$ cat src/rtl/cache_tag_ctrl_pkg.sv
// ---------------------------------------------------------------------------
// cache_tag_ctrl_pkg
// Shared definitions for the cache tag controllers: default address split,
// tag-entry field positions, controller state encoding and address helpers.
// ---------------------------------------------------------------------------
package cache_tag_ctrl_pkg;

    localparam int ADDR_W   = 64;
    localparam int INDEX_W  = 7;
    localparam int OFFSET_W = 4;
    localparam int TAG_W    = ADDR_W - INDEX_W - OFFSET_W;

    // Tag entry layout: {valid, dirty, tag}
    localparam int VALID_BIT = 54;
    localparam int DIRTY_BIT = 53;
    localparam int TAG_MSB   = 52;

    typedef enum logic [2:0] {
        S_SWEEP     = 3'd0,
        S_IDLE      = 3'd1,
        S_LOOKUP    = 3'd2,
        S_MISS_REQ  = 3'd3,
        S_MISS_WAIT = 3'd4,
        S_FILL      = 3'd5
    } state_t;

    function automatic logic [TAG_W-1:0] addr_tag(input logic [ADDR_W-1:0] addr);
        return addr[ADDR_W-1 -: TAG_W];
    endfunction

    function automatic logic [INDEX_W-1:0] addr_index(input logic [ADDR_W-1:0] addr);
        return addr[OFFSET_W +: INDEX_W];
    endfunction

    function automatic logic [OFFSET_W-1:0] addr_offset(input logic [ADDR_W-1:0] addr);
        return addr[OFFSET_W-1:0];
    endfunction

endpackage

$ cat src/rtl/cache_tag_ctrl_cmp.sv
// ---------------------------------------------------------------------------
// cache_tag_cmp
// Combinational hit compare of one tag-array entry against a lookup tag.
// Ports:
//   i_entry  : {valid, dirty, tag} entry read from the array
//   i_tag    : tag of the address being looked up
//   o_hit    : entry is valid and its tag matches
// The dirty bit does not take part in the compare.
// ---------------------------------------------------------------------------
module cache_tag_cmp #(
    parameter int TAG_W = 53
) (
    input  logic [TAG_W+1:0] i_entry,
    input  logic [TAG_W-1:0] i_tag,
    output logic             o_hit
);

    logic w_valid;
    logic w_dirty_unused;

    assign w_valid        = i_entry[TAG_W+1];
    assign w_dirty_unused = i_entry[TAG_W];
    assign o_hit          = w_valid && (i_entry[TAG_W-1:0] == i_tag) && (w_dirty_unused | ~w_dirty_unused);

endmodule

$ cat src/rtl/cache_tag_ctrl.sv
// ---------------------------------------------------------------------------
// cache_tag_ctrl
// Access-side controller for the 128-set cache tag array. Accepts one CPU
// lookup at a time, compares the stored entry, hands misses to the
// refill/writeback engine, installs the new tag, and runs an invalidate-all
// sweep after reset and on flush_req.
//
// Ports:
//   clk, rst_n                      clock, async active-low reset
//   cpu_req_*                       lookup request (valid/ready, addr, store)
//   cpu_resp_valid / cpu_resp_hit   one-cycle response, hit or post-refill
//   tag_addr / tag_en / tag_wdata   array index and write port
//   tag_rdata                       combinational array read of tag_addr
//   refill_req_* / refill_addr      miss handoff
//   wb_valid / wb_addr              dirty victim writeback, with refill req
//   refill_done                     line data written by refill engine
//   flush_req / flush_done          invalidate-all request and completion
//
// state     | meaning
// ----------+-----------------------------------------------------------
// SWEEP     | writing 0 into every set, one per cycle, index r_cnt
// IDLE      | ready for a lookup; flush_req takes priority
// LOOKUP    | array read of latched index, hit/miss decided this cycle
// MISS_REQ  | refill request (and victim writeback) offered to engine
// MISS_WAIT | refill engine busy, waiting for refill_done
// FILL      | new tag installed, miss response returned
// ---------------------------------------------------------------------------
module cache_tag_ctrl
    import cache_tag_ctrl_pkg::*;
#(
    parameter int ADDR_W   = cache_tag_ctrl_pkg::ADDR_W,
    parameter int INDEX_W  = cache_tag_ctrl_pkg::INDEX_W,
    parameter int OFFSET_W = cache_tag_ctrl_pkg::OFFSET_W
) (
    input  logic                                     clk,
    input  logic                                     rst_n,
    input  logic                                     cpu_req_valid,
    output logic                                     cpu_req_ready,
    input  logic [ADDR_W-1:0]                        cpu_req_addr,
    input  logic                                     cpu_req_we,
    output logic                                     cpu_resp_valid,
    output logic                                     cpu_resp_hit,
    output logic [INDEX_W-1:0]                       tag_addr,
    output logic                                     tag_en,
    output logic [ADDR_W-INDEX_W-OFFSET_W+1:0]       tag_wdata,
    input  logic [ADDR_W-INDEX_W-OFFSET_W+1:0]       tag_rdata,
    output logic                                     refill_req_valid,
    input  logic                                     refill_req_ready,
    output logic [ADDR_W-1:0]                        refill_addr,
    output logic                                     wb_valid,
    output logic [ADDR_W-1:0]                        wb_addr,
    input  logic                                     refill_done,
    input  logic                                     flush_req,
    output logic                                     flush_done
);

    localparam int TAG_W = ADDR_W - INDEX_W - OFFSET_W;

    state_t              r_state;
    logic [INDEX_W-1:0]  r_cnt;
    logic                r_req_flag;
    logic [TAG_W-1:0]    r_tag;
    logic [INDEX_W-1:0]  r_index;
    logic                r_we;
    logic [TAG_W+1:0]    r_victim;

    logic                w_hit;
    logic                w_sweep_last;

    cache_tag_cmp #(.TAG_W(TAG_W)) u_cmp (
        .i_entry (tag_rdata),
        .i_tag   (r_tag),
        .o_hit   (w_hit)
    );

    assign w_sweep_last = (r_cnt == {INDEX_W{1'b1}});

    always_ff @(posedge clk or negedge rst_n) begin
        if (!rst_n) begin
            r_state    <= S_SWEEP;
            r_cnt      <= '0;
            r_req_flag <= 1'b0;
            r_tag      <= '0;
            r_index    <= '0;
            r_we       <= 1'b0;
            r_victim   <= '0;
        end else begin
            case (r_state)
                S_SWEEP: begin
                    r_cnt <= r_cnt + INDEX_W'(1);
                    if (w_sweep_last) begin
                        r_state    <= S_IDLE;
                        r_req_flag <= 1'b0;
                    end
                end
                S_IDLE: begin
                    if (flush_req) begin
                        r_state    <= S_SWEEP;
                        r_req_flag <= 1'b1;
                        r_cnt      <= '0;
                    end else if (cpu_req_valid) begin
                        r_tag   <= cpu_req_addr[ADDR_W-1 -: TAG_W];
                        r_index <= cpu_req_addr[OFFSET_W +: INDEX_W];
                        r_we    <= cpu_req_we;
                        r_state <= S_LOOKUP;
                    end
                end
                S_LOOKUP: begin
                    if (w_hit) begin
                        r_state <= S_IDLE;
                    end else begin
                        r_victim <= tag_rdata;
                        r_state  <= S_MISS_REQ;
                    end
                end
                S_MISS_REQ: begin
                    if (refill_req_ready) begin
                        r_state <= S_MISS_WAIT;
                    end
                end
                S_MISS_WAIT: begin
                    if (refill_done) begin
                        r_state <= S_FILL;
                    end
                end
                S_FILL: begin
                    r_state <= S_IDLE;
                end
                default: begin
                    r_state <= S_SWEEP;
                    r_cnt   <= '0;
                end
            endcase
        end
    end

    // Outputs decode from state; the hit path has to be combinational on
    // tag_rdata to answer in the lookup cycle. rst_n forces every output low
    // while reset is held, even though the state register already sits in
    // SWEEP.
    always_comb begin
        cpu_req_ready    = 1'b0;
        cpu_resp_valid   = 1'b0;
        cpu_resp_hit     = 1'b0;
        tag_addr         = r_index;
        tag_en           = 1'b0;
        tag_wdata        = '0;
        refill_req_valid = 1'b0;
        wb_valid         = 1'b0;
        flush_done       = 1'b0;
        refill_addr      = {r_tag, r_index, {OFFSET_W{1'b0}}};
        wb_addr          = {r_victim[TAG_W-1:0], r_index, {OFFSET_W{1'b0}}};

        case (r_state)
            S_SWEEP: begin
                tag_addr   = r_cnt;
                tag_en     = 1'b1;
                flush_done = w_sweep_last && r_req_flag;
            end
            S_IDLE: begin
                cpu_req_ready = !flush_req;
            end
            S_LOOKUP: begin
                if (w_hit) begin
                    cpu_resp_valid = 1'b1;
                    cpu_resp_hit   = 1'b1;
                    // Store to a clean resident line: set the dirty bit.
                    if (r_we && !tag_rdata[TAG_W]) begin
                        tag_en    = 1'b1;
                        tag_wdata = {2'b11, r_tag};
                    end
                end
            end
            S_MISS_REQ: begin
                refill_req_valid = 1'b1;
                wb_valid         = r_victim[TAG_W+1] && r_victim[TAG_W];
            end
            S_FILL: begin
                tag_en         = 1'b1;
                tag_wdata      = {1'b1, r_we, r_tag};
                cpu_resp_valid = 1'b1;
            end
            default: begin
            end
        endcase

        if (!rst_n) begin
            cpu_req_ready    = 1'b0;
            cpu_resp_valid   = 1'b0;
            cpu_resp_hit     = 1'b0;
            tag_addr         = '0;
            tag_en           = 1'b0;
            tag_wdata        = '0;
            refill_req_valid = 1'b0;
            wb_valid         = 1'b0;
            flush_done       = 1'b0;
            refill_addr      = '0;
            wb_addr          = '0;
        end
    end

endmodule

$ cat config.mk
export PLATFORM = sky130hd
export DESIGN_NAME = cache_tag_ctrl
export DESIGN_NICKNAME = d
export VERILOG_FILES = /design/src/rtl/cache_tag_ctrl_pkg.sv /design/src/rtl/cache_tag_ctrl_cmp.sv /design/src/rtl/cache_tag_ctrl.sv
export SDC_FILE = /design/constraint.sdc
export NUM_CORES = 1
export LEC_CHECK = 0
export CORE_ASPECT_RATIO = 1.2
export CORE_MARGIN = 2
export CORE_UTILIZATION = 46
export CTS_CLUSTER_DIAMETER = 40
export DETAILED_ROUTE_END_ITERATION = 8
export PLACE_DENSITY = 0.87
export SYNTH_ARGS = -nofsm -noshare
export SYNTH_HDL_FRONTEND = slang
export SYNTH_SLANG_ARGS = --single-unit
$ cat constraint.sdc
create_clock -name clk -period 7.05 [get_ports clk]
set_clock_uncertainty 0.15 [all_clocks]
set_input_delay 1.0575 -clock clk [delete_from_list [all_inputs] [get_ports clk]]
set_output_delay 1.0575 -clock clk [all_outputs]
set_load 0.1 [all_outputs]
Word level (Yosys, flattened, before mapping):

Cells that the tools add are included.

* output and inout bits: 197
* bits in registers: 127
* input bits: 126
* logic and storage cells: 75

* $add $sub $neg: 1
* mux-type cells: 37
* equality and inequality tests: 12
* bitwise gates (word level): 3
* reductions and logical operators: 15

Operators by type and width (count)
* $mux 55: 3
* $mux 64: 2
* $pmux 55 s2: 1
* $eq 53x53->1: 1
* $mux 7: 3
* $pmux 7 s3: 1
* $pmux 3 s6: 1
* $mux 1: 17
* $mux 3: 5
* $ne 2x2->1 const B: 4
* $add 7x1->7 const B: 1
* $eq 7x7->1 const B: 1
* $eq 3x2->1 const B: 2
* $eq 3x3->1 const B: 2
* $pmux 1 s2: 3
* $reduce_and 3->1: 2
* $logic_and 1x1->1: 4
* $reduce_and 2->1: 2
* $reduce_and 4->1: 1
* $reduce_or 4->1: 1
* $eq 3x1->1 const B: 1
* $logic_not 3->1: 1
* $ne 3x3->1 const B: 1
* $not 1->1: 3
* 4 further kinds: 5

Logic depth before layout (Yosys ltp):

* depth after elaboration: 6
* gate-level depth with buffers: 8
* mapped depth without buffers: 7

Cells and area by module:

Synthesis repeated with hierarchy kept, for this count alone.

* cells, all modules: 634
* area, all modules: 7309.5 µm²

By module, submodules not included
* cache_tag_ctrl: times used 1, cells an instance 557, area an instance 6693.9 µm², sequential area each 3178.0 µm²
* cache_tag_cmp: times used 1, cells an instance 77, area an instance 615.6 µm², sequential area each 0.0 µm²

Least setup slack after synthesis:

OpenSTA, ideal clock, no wires.

* path kind: input port to output port
* start: input port tag_rdata[21]
* end: output port tag_wdata[10]
* path buffers: 1
* data arrival time: 4.861 ns
* required time: 5.843 ns
* slack: 0.981 ns
* stages on the path: 7
* cells stage by stage: xor2_1 or4b_1 nor4b_2 nand3_1 or4_4 clkbuf_1 a21boi_0

* cells in the longest elaborated chain, start to end: 5

RTL lines
* start, declared: RTL line cache_tag_ctrl.sv:46 `input logic [ADDR_W-INDEX_W-OFFSET_W+1:0] tag_rdata,`
* $eq 53x53->1: RTL line cache_tag_ctrl_cmp.sv:23 `assign o_hit = w_valid && (i_entry[TAG_W-1:0] == i_tag) && (w_dirty_unused | ~w_dirty_unused);`
* $logic_and 1x1->1: RTL line cache_tag_ctrl_cmp.sv:23
* $mux 55: RTL line cache_tag_ctrl.sv:164 `if (w_hit) begin`
* $pmux 55 s2: RTL line cache_tag_ctrl.sv:154 `case (r_state)`
* $mux 55: RTL line cache_tag_ctrl.sv:187 `if (!rst_n) begin`
* end, declared: RTL line cache_tag_ctrl.sv:45 `output logic [ADDR_W-INDEX_W-OFFSET_W+1:0] tag_wdata,`

No other way between the ends.

Worst setup path after layout:

* start: input port tag_rdata[50]
* end: output port cpu_resp_hit

* cells in the longest elaborated chain, start to end: 5

RTL lines
* $eq 53x53->1: RTL line cache_tag_ctrl_cmp.sv:23
* $logic_and 1x1->1: RTL line cache_tag_ctrl_cmp.sv:23
* $mux 1: RTL line cache_tag_ctrl.sv:164
* $mux 1: RTL line cache_tag_ctrl.sv:154
* $mux 1: RTL line cache_tag_ctrl.sv:187
* end, declared: RTL line cache_tag_ctrl.sv:42 `output logic cpu_resp_hit,`

No other way between the ends.

==> results.md <==
* XOR/XNOR share of the synthesized area at 5.59%
* Worst slew pin tran at 1.25 ns
* Post-Place Setup Slack at 1.38 ns
* Final slew viol count at 0
* R2r startpoint: r_tag[50]$_DFFE_PN0P_
* Yosys top cell by area: dfrtp_1
* Clock-pin slew on the worst setup and hold paths at 0.05 ns
* Setup crit start: tag_rdata[50]
* Syn Std Cell Area at 7210 µm²
* DRC violation count after routing at 0
* GPL Wtd Cong at 0.890
* Vias per cell at 5.25
* Cells after synthesis at 671
* Finished Layout Cells at 1,177
* Post-DP HPWL at 17.2 mm
* Tcrit/Tclk final at 81.8%
* Die area at 16,700 µm²
* GRT Util Overall at 27.5%
* First-pass GRT wire length at 35.0 mm
* Final Power at 5.43 mW
* Die Ht at 141 µm
* Initial Utilization at 46.7%
* Clock sinks at 127
* Clk root buf: clkbuf_16
* Crit path DAT at 4.56 ns
* Crit. End Element: primary output
* Worst-skew pair later-pin latency at 0.41 ns
* Largest net degree at the start of global routing at 118
* Wire per inst at 19.6 µm
* Synth Area in Adders at 0.347%
* Worst EP required at 5.84 ns
* Cts bufs inserted at 17
* P&R area growth vs syn at 49.6%
* NumNets Final at 1,085
* 1st-pass router iterations at 5
* DIE WIDTH at 118 µm
* Yosys warns at 0
* Count of different cell masters after synthesis at 45
* Final TNS setup at 0 ns
* Clock power frac at 15.2%
* Simple-gate share of the synthesized area at 18.3%
* Post-layout minimum cycle time at 5.76 ns
* CP Class: primary input to primary output
* Seq/Total Area, Yosys at 44.1%
* Reg power frac at 26.1%
* Placed instance area at 10,200 µm²
* Row cnt at 50
* Htree depth at 4
* PD cells at 504 nW/µm²
* Setup crit end: cpu_resp_hit
* First DRT Iteration DRCs at 376
* Cts repair resizes at 0
* CP Max Fanout at 2
* Hold_buf cts at 0
* Reg2Reg Depth at 7
* Internal power at 2.60 mW
* RSZ-0062 raised after global routing: false
* Max frequency at 173 MHz
* HP Class: flip-flop to flip-flop
* NetSw at 2.83 mW
* Area contributors post-synth: dfrtp_1 (44%), mux2_2 (18%), and2_1 (10%), xnor2_1 (4.7%), a21boi_1 (3.1%)
* Initial antenna violation count at 0
* Post-synthesis mux area share at 18.3%
* Switching Fraction at 52.1%
* Inst Count DP at 1,146
* Number of port buffers at 310
* Complex-gate fraction of the synthesized area at 8.83%
* Layout cells sized above 1 at 23.1%
* CTS tree: built
* Cell area after layout at 10,800 µm²
* Worst setup SP type: primary input
* Flops & latches, synth at 127
* Vias in the first global route at 6,323
* R2R setup slack at 3.41 ns
* Status: finished, final reports clean
* Core area at 15,500 µm²
* Post-CTS setup buffer count at 0
* IO Pins at 323
* Clk buf depth at 2
* Final core utilization at 69.8%
* Via count at 6,175
* ANT cells at 0
* Fin. Hold Viols at 0
* Peak VDD IR at 263 µV
* Combinational power share at 58.7%
* Setup slack after layout at 1.29 ns
* Setup-failing EPs final at 0
* WHS at 0.345 ns
* Leak at 4.51 nW
* GRT overflow at 0
* Max_cap viols at 0
* Main combinational cell family by area after synthesis: simple AND/OR/NAND/NOR gates
* Relative slew slack at 15.8%
* Reg-to-Reg End: r_victim[29]$_DFFE_PN0P_
* Fillers at 1,189
* Total detailed-routing wirelength at 23.0 mm
* Routed Antenna Nets at 0
* Share of the synthesized area in the top cell type at 44.1%
* Syn Area/Cell at 10.7 µm²
==> power by group through the flow <==
stage          combinational [mW]  sequential (mW)  clock, mW
2_1_floorplan                2.52             1.28          0
3_3_place_gp                 3.15             1.40          0
3_5_place_dp                 3.19             1.42          0
4_1_cts                      3.20             1.42      0.845
5_1_grt                      3.31             1.47      0.871
6_report                     3.19             1.42      0.826
==> sequential cells by signal, indices dropped and copies added, names as in the netlist <==
register / flops
r_state: 3
r_tag: 53
r_cnt: 7
r_victim: 55
r_we: 1
r_index: 7
r_req_flag: 1
==> how the worst min path moves through the flow <==
stage / depth (start not counted) / end / from
after floorplan: 1 / r_cnt[5]$_DFFE_PN0P_ / r_cnt[5]$_DFFE_PN0P_
after global routing: 1 / r_victim[3]$_DFFE_PN0P_ / r_victim[3]$_DFFE_PN0P_
after global placement: 1 / r_victim[42]$_DFFE_PN0P_ / r_victim[42]$_DFFE_PN0P_
after CTS: 1 / r_victim[53]$_DFFE_PN0P_ / r_victim[53]$_DFFE_PN0P_
final: 1 / r_victim[53]$_DFFE_PN0P_ / r_victim[53]$_DFFE_PN0P_
after detailed placement: 1 / r_victim[53]$_DFFE_PN0P_ / r_victim[53]$_DFFE_PN0P_
==> cell type report <==
type	instances	area [µm²]	area share [%]
multi-input combinational	490	3750	34.7
clock buffer	21	470	4.36
sequential	127	3180	29.5
timing repair buffer	316	3020	28.0
tap	208	260	2.41
clock inverter	10	88.8	0.823
inverter	5	18.8	0.174
==> layer usage <==
| layer | vias to the layer above | share of wire, % | wire length (µm) | GRT usage [%] |
|---|---|---|---|---|
| met4 | 0 | 2.9 | 664 | 10.5 |
| met5 | - | 0 | 0 | 0 |
| met2 | 295 | 52 | 11900 | 48.4 |
| li1 | 2840 | - | - | - |
| met3 | 41 | 6.9 | 1590 | 7.16 |
| met1 | 2999 | 38 | 8870 | 32.0 |
==> synth_stat cells (all sizes together) <==
cell type / count
a31oi: 2
nor4: 4
or4: 1
a2111oi: 2
nand4: 15
nor3: 4
conb: 1
mux2: 117
or2: 1
or3b: 1
nor3b: 2
clkbuf: 23
nand2: 20
nand2b: 18
o21ai: 20
a21o: 1
a21boi: 52
dfrtp: 127
nor2: 26
or3: 1
o21a: 1
and3: 3
nor2b: 1
inv: 5
a22oi: 1
or4b: 1
o2bb2ai: 1
buf: 33
a21oi: 5
and3b: 1
nor4b: 2
ha: 2
xor2: 7
o31ai: 1
o2111ai: 3
xnor2: 39
and2: 116
nand3: 11
==> critical path, stage by stage <==
cell	delay [ns]
clkdlybuf4s50_1	0.43
xnor2_1	0.37
nand4_1	0.13
nor4_1	0.50
nand4_1	0.27
nor3_1	0.47
and2_1	0.20
clkdlybuf4s50_1	1.13
==> layout by cell type (no fill, tap or decap), drive strengths merged, types with 3 or more instances in the layout <==
| cell | n |
|---|---|
| and2 | 116 |
| clkbuf | 22 |
| nand4 | 15 |
| clkinvlp | 4 |
| xnor2 | 39 |
| inv | 5 |
| nor2 | 26 |
| nand2b | 18 |
| nor4 | 4 |
| dfrtp | 127 |
| and3 | 3 |
| clkinv | 5 |
| buf | 62 |
| nand3 | 11 |
| o2111ai | 3 |
| nand2 | 20 |
| o21ai | 20 |
| a21oi | 5 |
| mux2 | 117 |
| nor3 | 4 |
| clkdlybuf4s50 | 253 |
| a21boi | 52 |
| conb | 8 |
| xor2 | 7 |
==> logic make-up after synthesis <==
group | after synthesis
and+or+nand+nor | 228
DFF | 127
muxes | 117
AOI/OAI and AO/OA | 89
buffers and inverters | 61
xor gates and xnor gates | 46
adders and majority gates | 2
other | 1
No activity file was read; power rests on OpenSTA's default activity.
